`src/rtl/store_align_buffer_pkg.sv`:
```
// Shared store/load encodings: op codes and byte-enable patterns used by the
// store alignment path and the load extender.
package store_align_buffer_pkg;

  localparam logic [2:0] OP_SW = 3'b000;
  localparam logic [2:0] OP_SH = 3'b001;
  localparam logic [2:0] OP_SB = 3'b010;

  localparam logic [3:0] BE_WORD    = 4'b1111;
  localparam logic [3:0] BE_HALF_LO = 4'b0011;
  localparam logic [3:0] BE_HALF_HI = 4'b1100;

endpackage

```
`src/rtl/store_align_buffer_store_align.sv`:
```
// Combinational store aligner: maps (addr[1:0], data, op) to byte enables and
// lane-replicated write data; illegal ops are reported as misaligned too.
module store_align
  import store_align_buffer_pkg::*;
(
  input  logic [1:0]  addr_lo,
  input  logic [31:0] data,
  input  logic [2:0]  op,
  output logic [3:0]  be,
  output logic [31:0] wdata,
  output logic        misaligned
);

  // Decode op into lane pattern and alignment legality.
  always_comb begin
    be         = 4'b0000;
    wdata      = 32'h0000_0000;
    misaligned = 1'b0;
    case (op)
      OP_SW: begin
        be         = BE_WORD;
        wdata      = data;
        misaligned = (addr_lo != 2'b00);
      end
      OP_SH: begin
        be         = addr_lo[1] ? BE_HALF_HI : BE_HALF_LO;
        wdata      = {2{data[15:0]}};
        misaligned = addr_lo[0];
      end
      OP_SB: begin
        be         = 4'b0001 << addr_lo;
        wdata      = {4{data[7:0]}};
        misaligned = 1'b0;
      end
      default: begin
        be         = 4'b0000;
        wdata      = 32'h0000_0000;
        misaligned = 1'b1;
      end
    endcase
  end

endmodule

```
`src/rtl/store_align_buffer.sv`:
```
// Store buffer: aligns MEM-stage stores, queues them in a small FIFO and
// issues word-aligned writes with byte enables over a valid/ready port.
module store_align_buffer
  import store_align_buffer_pkg::*;
#(
  parameter int DEPTH = 2,
  parameter int AW    = 32
) (
  input  logic          clk,
  input  logic          reset,
  input  logic          in_valid,
  output logic          in_ready,
  input  logic [AW-1:0] in_addr,
  input  logic [31:0]   in_data,
  input  logic [2:0]    in_op,
  output logic          m_valid,
  input  logic          m_ready,
  output logic [AW-1:0] m_addr,
  output logic [3:0]    m_be,
  output logic [31:0]   m_wdata,
  output logic          busy,
  output logic          store_err,
  output logic [AW-1:0] err_addr
);

  localparam int PW = $clog2(DEPTH);
  localparam int CW = PW + 1;

  logic [PW-1:0] wr_ptr_q, wr_ptr_d, rd_ptr_q, rd_ptr_d;
  logic [CW-1:0] count_q, count_d;
  logic [AW-3:0] addr_mem_q [DEPTH];
  logic [AW-3:0] addr_mem_d [DEPTH];
  logic [3:0]    be_mem_q [DEPTH];
  logic [3:0]    be_mem_d [DEPTH];
  logic [31:0]   wdata_mem_q [DEPTH];
  logic [31:0]   wdata_mem_d [DEPTH];
  logic          store_err_q, store_err_d;
  logic [AW-1:0] err_addr_q, err_addr_d;

  logic [3:0]  al_be;
  logic [31:0] al_wdata;
  logic        al_bad;
  logic        full, empty, accept, push, pop;

  store_align u_align (
    .addr_lo    (in_addr[1:0]),
    .data       (in_data),
    .op         (in_op),
    .be         (al_be),
    .wdata      (al_wdata),
    .misaligned (al_bad)
  );

  // No same-cycle slot reuse: a full buffer refuses input even while popping.
  assign full   = (count_q == CW'(DEPTH));
  assign empty  = (count_q == {CW{1'b0}});
  assign accept = in_valid && !full;
  assign push   = accept && !al_bad;
  assign pop    = !empty && m_ready;

  // Next-state for FIFO storage, pointers, count and error reporting.
  always_comb begin
    addr_mem_d  = addr_mem_q;
    be_mem_d    = be_mem_q;
    wdata_mem_d = wdata_mem_q;
    wr_ptr_d    = wr_ptr_q;
    rd_ptr_d    = rd_ptr_q;
    count_d     = count_q;
    store_err_d = accept && al_bad;
    err_addr_d  = err_addr_q;
    if (push) begin
      addr_mem_d[wr_ptr_q]  = in_addr[AW-1:2];
      be_mem_d[wr_ptr_q]    = al_be;
      wdata_mem_d[wr_ptr_q] = al_wdata;
      wr_ptr_d              = wr_ptr_q + 1'b1;
    end else begin
      wr_ptr_d = wr_ptr_q;
    end
    if (pop) begin
      rd_ptr_d = rd_ptr_q + 1'b1;
    end else begin
      rd_ptr_d = rd_ptr_q;
    end
    if (accept && al_bad) begin
      err_addr_d = in_addr;
    end else begin
      err_addr_d = err_addr_q;
    end
    case ({push, pop})
      2'b10:   count_d = count_q + 1'b1;
      2'b01:   count_d = count_q - 1'b1;
      default: count_d = count_q;
    endcase
  end

  // State registers; reset drops every pending entry.
  always_ff @(posedge clk) begin
    if (reset) begin
      wr_ptr_q    <= '0;
      rd_ptr_q    <= '0;
      count_q     <= '0;
      store_err_q <= 1'b0;
      err_addr_q  <= '0;
      for (int i = 0; i < DEPTH; i++) begin
        addr_mem_q[i]  <= '0;
        be_mem_q[i]    <= 4'b0000;
        wdata_mem_q[i] <= 32'h0000_0000;
      end
    end else begin
      wr_ptr_q    <= wr_ptr_d;
      rd_ptr_q    <= rd_ptr_d;
      count_q     <= count_d;
      store_err_q <= store_err_d;
      err_addr_q  <= err_addr_d;
      for (int i = 0; i < DEPTH; i++) begin
        addr_mem_q[i]  <= addr_mem_d[i];
        be_mem_q[i]    <= be_mem_d[i];
        wdata_mem_q[i] <= wdata_mem_d[i];
      end
    end
  end

  assign in_ready  = !full;
  assign m_valid   = !empty;
  assign busy      = !empty;
  assign m_addr    = empty ? {AW{1'b0}} : {addr_mem_q[rd_ptr_q], 2'b00};
  assign m_be      = empty ? 4'b0000 : be_mem_q[rd_ptr_q];
  assign m_wdata   = empty ? 32'h0000_0000 : wdata_mem_q[rd_ptr_q];
  assign store_err = store_err_q;
  assign err_addr  = err_addr_q;

endmodule

```
`config.mk`:
```
export PLATFORM = sky130hd
export DESIGN_NAME = store_align_buffer
export DESIGN_NICKNAME = d
export VERILOG_FILES = /design/src/rtl/store_align_buffer_pkg.sv /design/src/rtl/store_align_buffer_store_align.sv /design/src/rtl/store_align_buffer.sv
export SDC_FILE = /design/constraint.sdc
export NUM_CORES = 1
export LEC_CHECK = 0
export BUFFER_PORTS_ARGS = -buffer_cell sky130_fd_sc_hd__clkbuf_2
export CAP_MARGIN = 30
export CELL_PAD_IN_SITES_DETAIL_PLACEMENT = 0
export CELL_PAD_IN_SITES_GLOBAL_PLACEMENT = 2
export CORE_UTILIZATION = 33
export CTS_CLUSTER_DIAMETER = 60
export DETAILED_ROUTE_END_ITERATION = 12
export PLACE_DENSITY = 0.81
export SYNTH_ARGS = -nofsm -noshare
export SYNTH_HDL_FRONTEND = slang
export SYNTH_HIERARCHICAL = 1
export SYNTH_SLANG_ARGS = --single-unit
```
`constraint.sdc`:
```
create_clock -name clk -period 2.4 [get_ports clk]
set_input_delay 0.36 -clock clk [delete_from_list [all_inputs] [get_ports clk]]
set_output_delay 0.36 -clock clk [all_outputs]
set_load 0.01 [all_outputs]
```
==> results.sh <==
export IMPL_ctsHtreeMaxLevel=4
export IMPL_path_max_fanout=33
export IMPL_cts_num_sinks=169
export IMPL_period_share=0.8651
export IMPL_synth_main_ff_cell="dfxtp_1"
export IMPL_viasPerCell=4.709
export IMPL_ioPinCount=175
export IMPL_drtPass1Iterations=4
export IMPL_worstSetupEndpointType="primary output"
export IMPL_ant_nets=0
export IMPL_hold_path_class="in2reg"
export IMPL_cts_setup_buffers=0
export IMPL_ys_ff_latch=169
export IMPL_drv_cap=0
export IMPL_finalNonFillerCells=1400
export IMPL_fin_ws_ns=0.3238
export IMPL_placement_rows=58
export IMPL_async_flop_share=0
export IMPL_grt_pass1_wl_um=35940
export IMPL_clk_path_buf_depth=2
export IMPL_die_area_um2=26220
export IMPL_layout_min_cycle_time_ns=2.076
export IMPL_grt_overflow=0
export IMPL_rsz0062_at_grt="no"
export IMPL_fill_cells=2624
export IMPL_dp_final_hpwl_um=15390
export IMPL_place_inst=1368
export IMPL_diodes=0
export IMPL_ys_warnings_count=6
export IMPL_die_w_um=161.9
export IMPL_cp_top_family="buffers and inverters"
export IMPL_leakage_nw=4.222
export IMPL_irDropWorstVdd_v=0.0004136
export IMPL_synth_edf_count=0
export IMPL_status="complete, no violations"
export IMPL_cts_root_buffer="clkbuf_16"
export IMPL_maxSlewViolCount=0
export IMPL_antenna_found_initial=0
export IMPL_regToRegStartpoint="count_q[1]$_SDFFE_PP0P_"
export IMPL_io_buffers=172
export IMPL_crit_required_ns=2.04
export IMPL_routed_via_count=6593
export IMPL_wl_per_cell_um=16.02
export IMPL_start_util=0.3362
export IMPL_gp_congestion=0.7790
export IMPL_syn_to_final_growth_pct=20.77
export IMPL_setup_viol=0
export IMPL_arrival_ns=1.72
export IMPL_cts_made_buffers=17
export IMPL_drive_above_1_share=0.2234
export IMPL_yosysSeqAreaShare=0.4008
export IMPL_worstSkewPairLatency_ns=0.42
export IMPL_grt_total_usage=0.1733
export IMPL_syn_area_um2=8442
export IMPL_pwr_density_cell_nw_per_um2=682.2
export IMPL_drc_errors=0
export IMPL_grt_pass1_vias=6701
export IMPL_finalNetCount=1129
export IMPL_grt_max_degree=74
export IMPL_synthCells=921
export IMPL_coreArea_um2=25110
export IMPL_tns_ns=0
export IMPL_whs_ns=0.1791
export IMPL_avgSynthCellArea_um2=9.166
export IMPL_drtIter0Drc=320
export IMPL_crit_start="count_q[1]$_SDFFE_PP0P_"
export IMPL_wl_um=22420
export IMPL_path_buf_inv=3
export IMPL_cp_slowest_cell="dfxtp_1"
export IMPL_hold_violations=0
export IMPL_max_stage_delay_ns=0.43
export IMPL_hp_start="in_addr[4]"
export IMPL_pre_cts_ws_ns=0.2044
export IMPL_cts_hold_buf=0
export IMPL_finalClockSkew_ns=0.009343
export IMPL_fmax_ghz=0.4817
export IMPL_path_clk_slew_ns=0.07
export IMPL_cts_tree="yes"
export IMPL_synth_cell_types=31
export IMPL_cp_start_kind="flip-flop"
export IMPL_criticalPathCategory="reg2out"
export IMPL_cts_resized=0
export IMPL_dieHeight_um=161.9
export IMPL_crit_chain="nor2b_2, inv_2, buf_4, clkbuf_2"
routing by layer:
layer / global-route usage / vias up / part of all wire
li1: - / 3362 / -
met1: 0.2268 / 3115 / 0.48
met3: 0.03984 / 17 / 0.044
met2: 0.2846 / 99 / 0.46
met5: 0 / - / 0
met4: 0.04717 / 0 / 0.010
placed cells by master (no fill, tap or decap), types with 2 or more instances in the layout:
cell type and count:
buf_12 7, and2_1 9, nor2_1 71, nor2b_1 2
or3_1 3, nand3_1 32, buf_4 20, bufinv_16 2
nand2_1 12, inv_6 6, o22ai_1 14, mux2i_1 213
dfxtp_1 168, xor2_1 2, clkinv_2 4, a21oi_1 47
o21ai_0 39, clkbuf_16 17, conb_1 2, inv_1 3
clkbuf_2 171, or2_2 2, clkinvlp_4 2, nand2b_1 209
Yosys cell counts (2+ instances only):
cell type	n	share of area
buf_1	3	0.0013
inv_1	3	0.0013
nor2b_1	2	0.0015
clkbuf_1	45	0.020
buf_2	20	0.012
or2_2	2	0.0015
nand2_1	12	0.0053
xor2_1	2	0.0021
dfxtp_1	169	0.40
nand3_1	32	0.019
nand2b_1	209	0.15
nor3_1	2	0.0012
o22ai_1	14	0.010
nor2_1	72	0.032
buf_4	5	0.0044
or3_1	3	0.0022
and2_1	9	0.0067
mux2i_1	213	0.25
o21ai_0	39	0.023
a21oi_1	47	0.028
buf_6	8	0.011
final timing paths:
path | end | slack [ns] | cells after the start
max | in_ready | 0.32 | 4
min | err_addr[4]$_SDFFE_PP0P_ | 0.18 | 3
max reg2reg | count_q[1]$_SDFFE_PP0P_ | 0.66 | 6
min reg2reg | wdata_mem_q[53]$_SDFFE_PP0P_ | 0.47 | 2
logic make-up after synthesis:
family	count (synthesis)	synth area share
AOI/OAI and AO/OA	102	0.06314
buffers and inverters	86	0.05069
other	1	0.0004442
muxes	213	0.2526
xor gates and xnor gates	3	0.003113
adders and majority gates	1	0.001482
DFF	169	0.4008
and+or+nand+nor	346	0.2278
where the power goes:
| part | internal [mW] | leakage (nW) | total (mW) | switching (mW) |
|---|---|---|---|---|
| registers | 2.90 | 1.37 | 2.96 | 0.0595 |
| clock network | 1.55 | 0.287 | 2.78 | 1.23 |
| logic | 0.476 | 2.56 | 1.22 | 0.740 |
| total | 4.93 | 4.22 | 6.95 | 2.03 |
cell type report:
| cell class | count | area, um2 | area share |
|---|---|---|---|
| Multi-Input combinational cell | 667 | 4649 | 0.4561 |
| Sequential cell | 169 | 3387 | 0.3322 |
| Timing Repair Buffer | 198 | 1146 | 0.1124 |
| Clock buffer | 17 | 425.4 | 0.04173 |
| Tap cell | 330 | 412.9 | 0.04050 |
| Clock inverter | 15 | 158.9 | 0.01559 |
| Inverter | 4 | 15.01 | 0.001473 |
sequential cells by signal (all words and copies together), names as in the netlist:
signal       cells
wdata_mem_q     64
addr_mem_q      60
err_addr        32
be_mem_q         8
count_q          2
rd_ptr_q         1
store_err        1
wr_ptr_q         1
worst reg2reg max path: cells and delay by family (launching register included):
kind / cells / cell delay (ns)
AOI/OAI and AO/OA: 1 / 0.14
DFF: 1 / 0.43
adders and majority gates: 1 / 0.26
and+or+nand+nor: 3 / 0.80
buffers and inverters: 1 / 0.06
through the flow:
step           utilization  area [um2]  power [mW]
2_1_floorplan            -        8446       3.834
3_3_place_gp        0.3827        9610       4.250
3_5_place_dp        0.3827        9610       4.260
4_1_cts             0.4060       10190       7.051
5_1_grt             0.4060       10190       7.262
6_report            0.4060       10190       6.954
No activity file was read; power rests on OpenSTA's default activity.
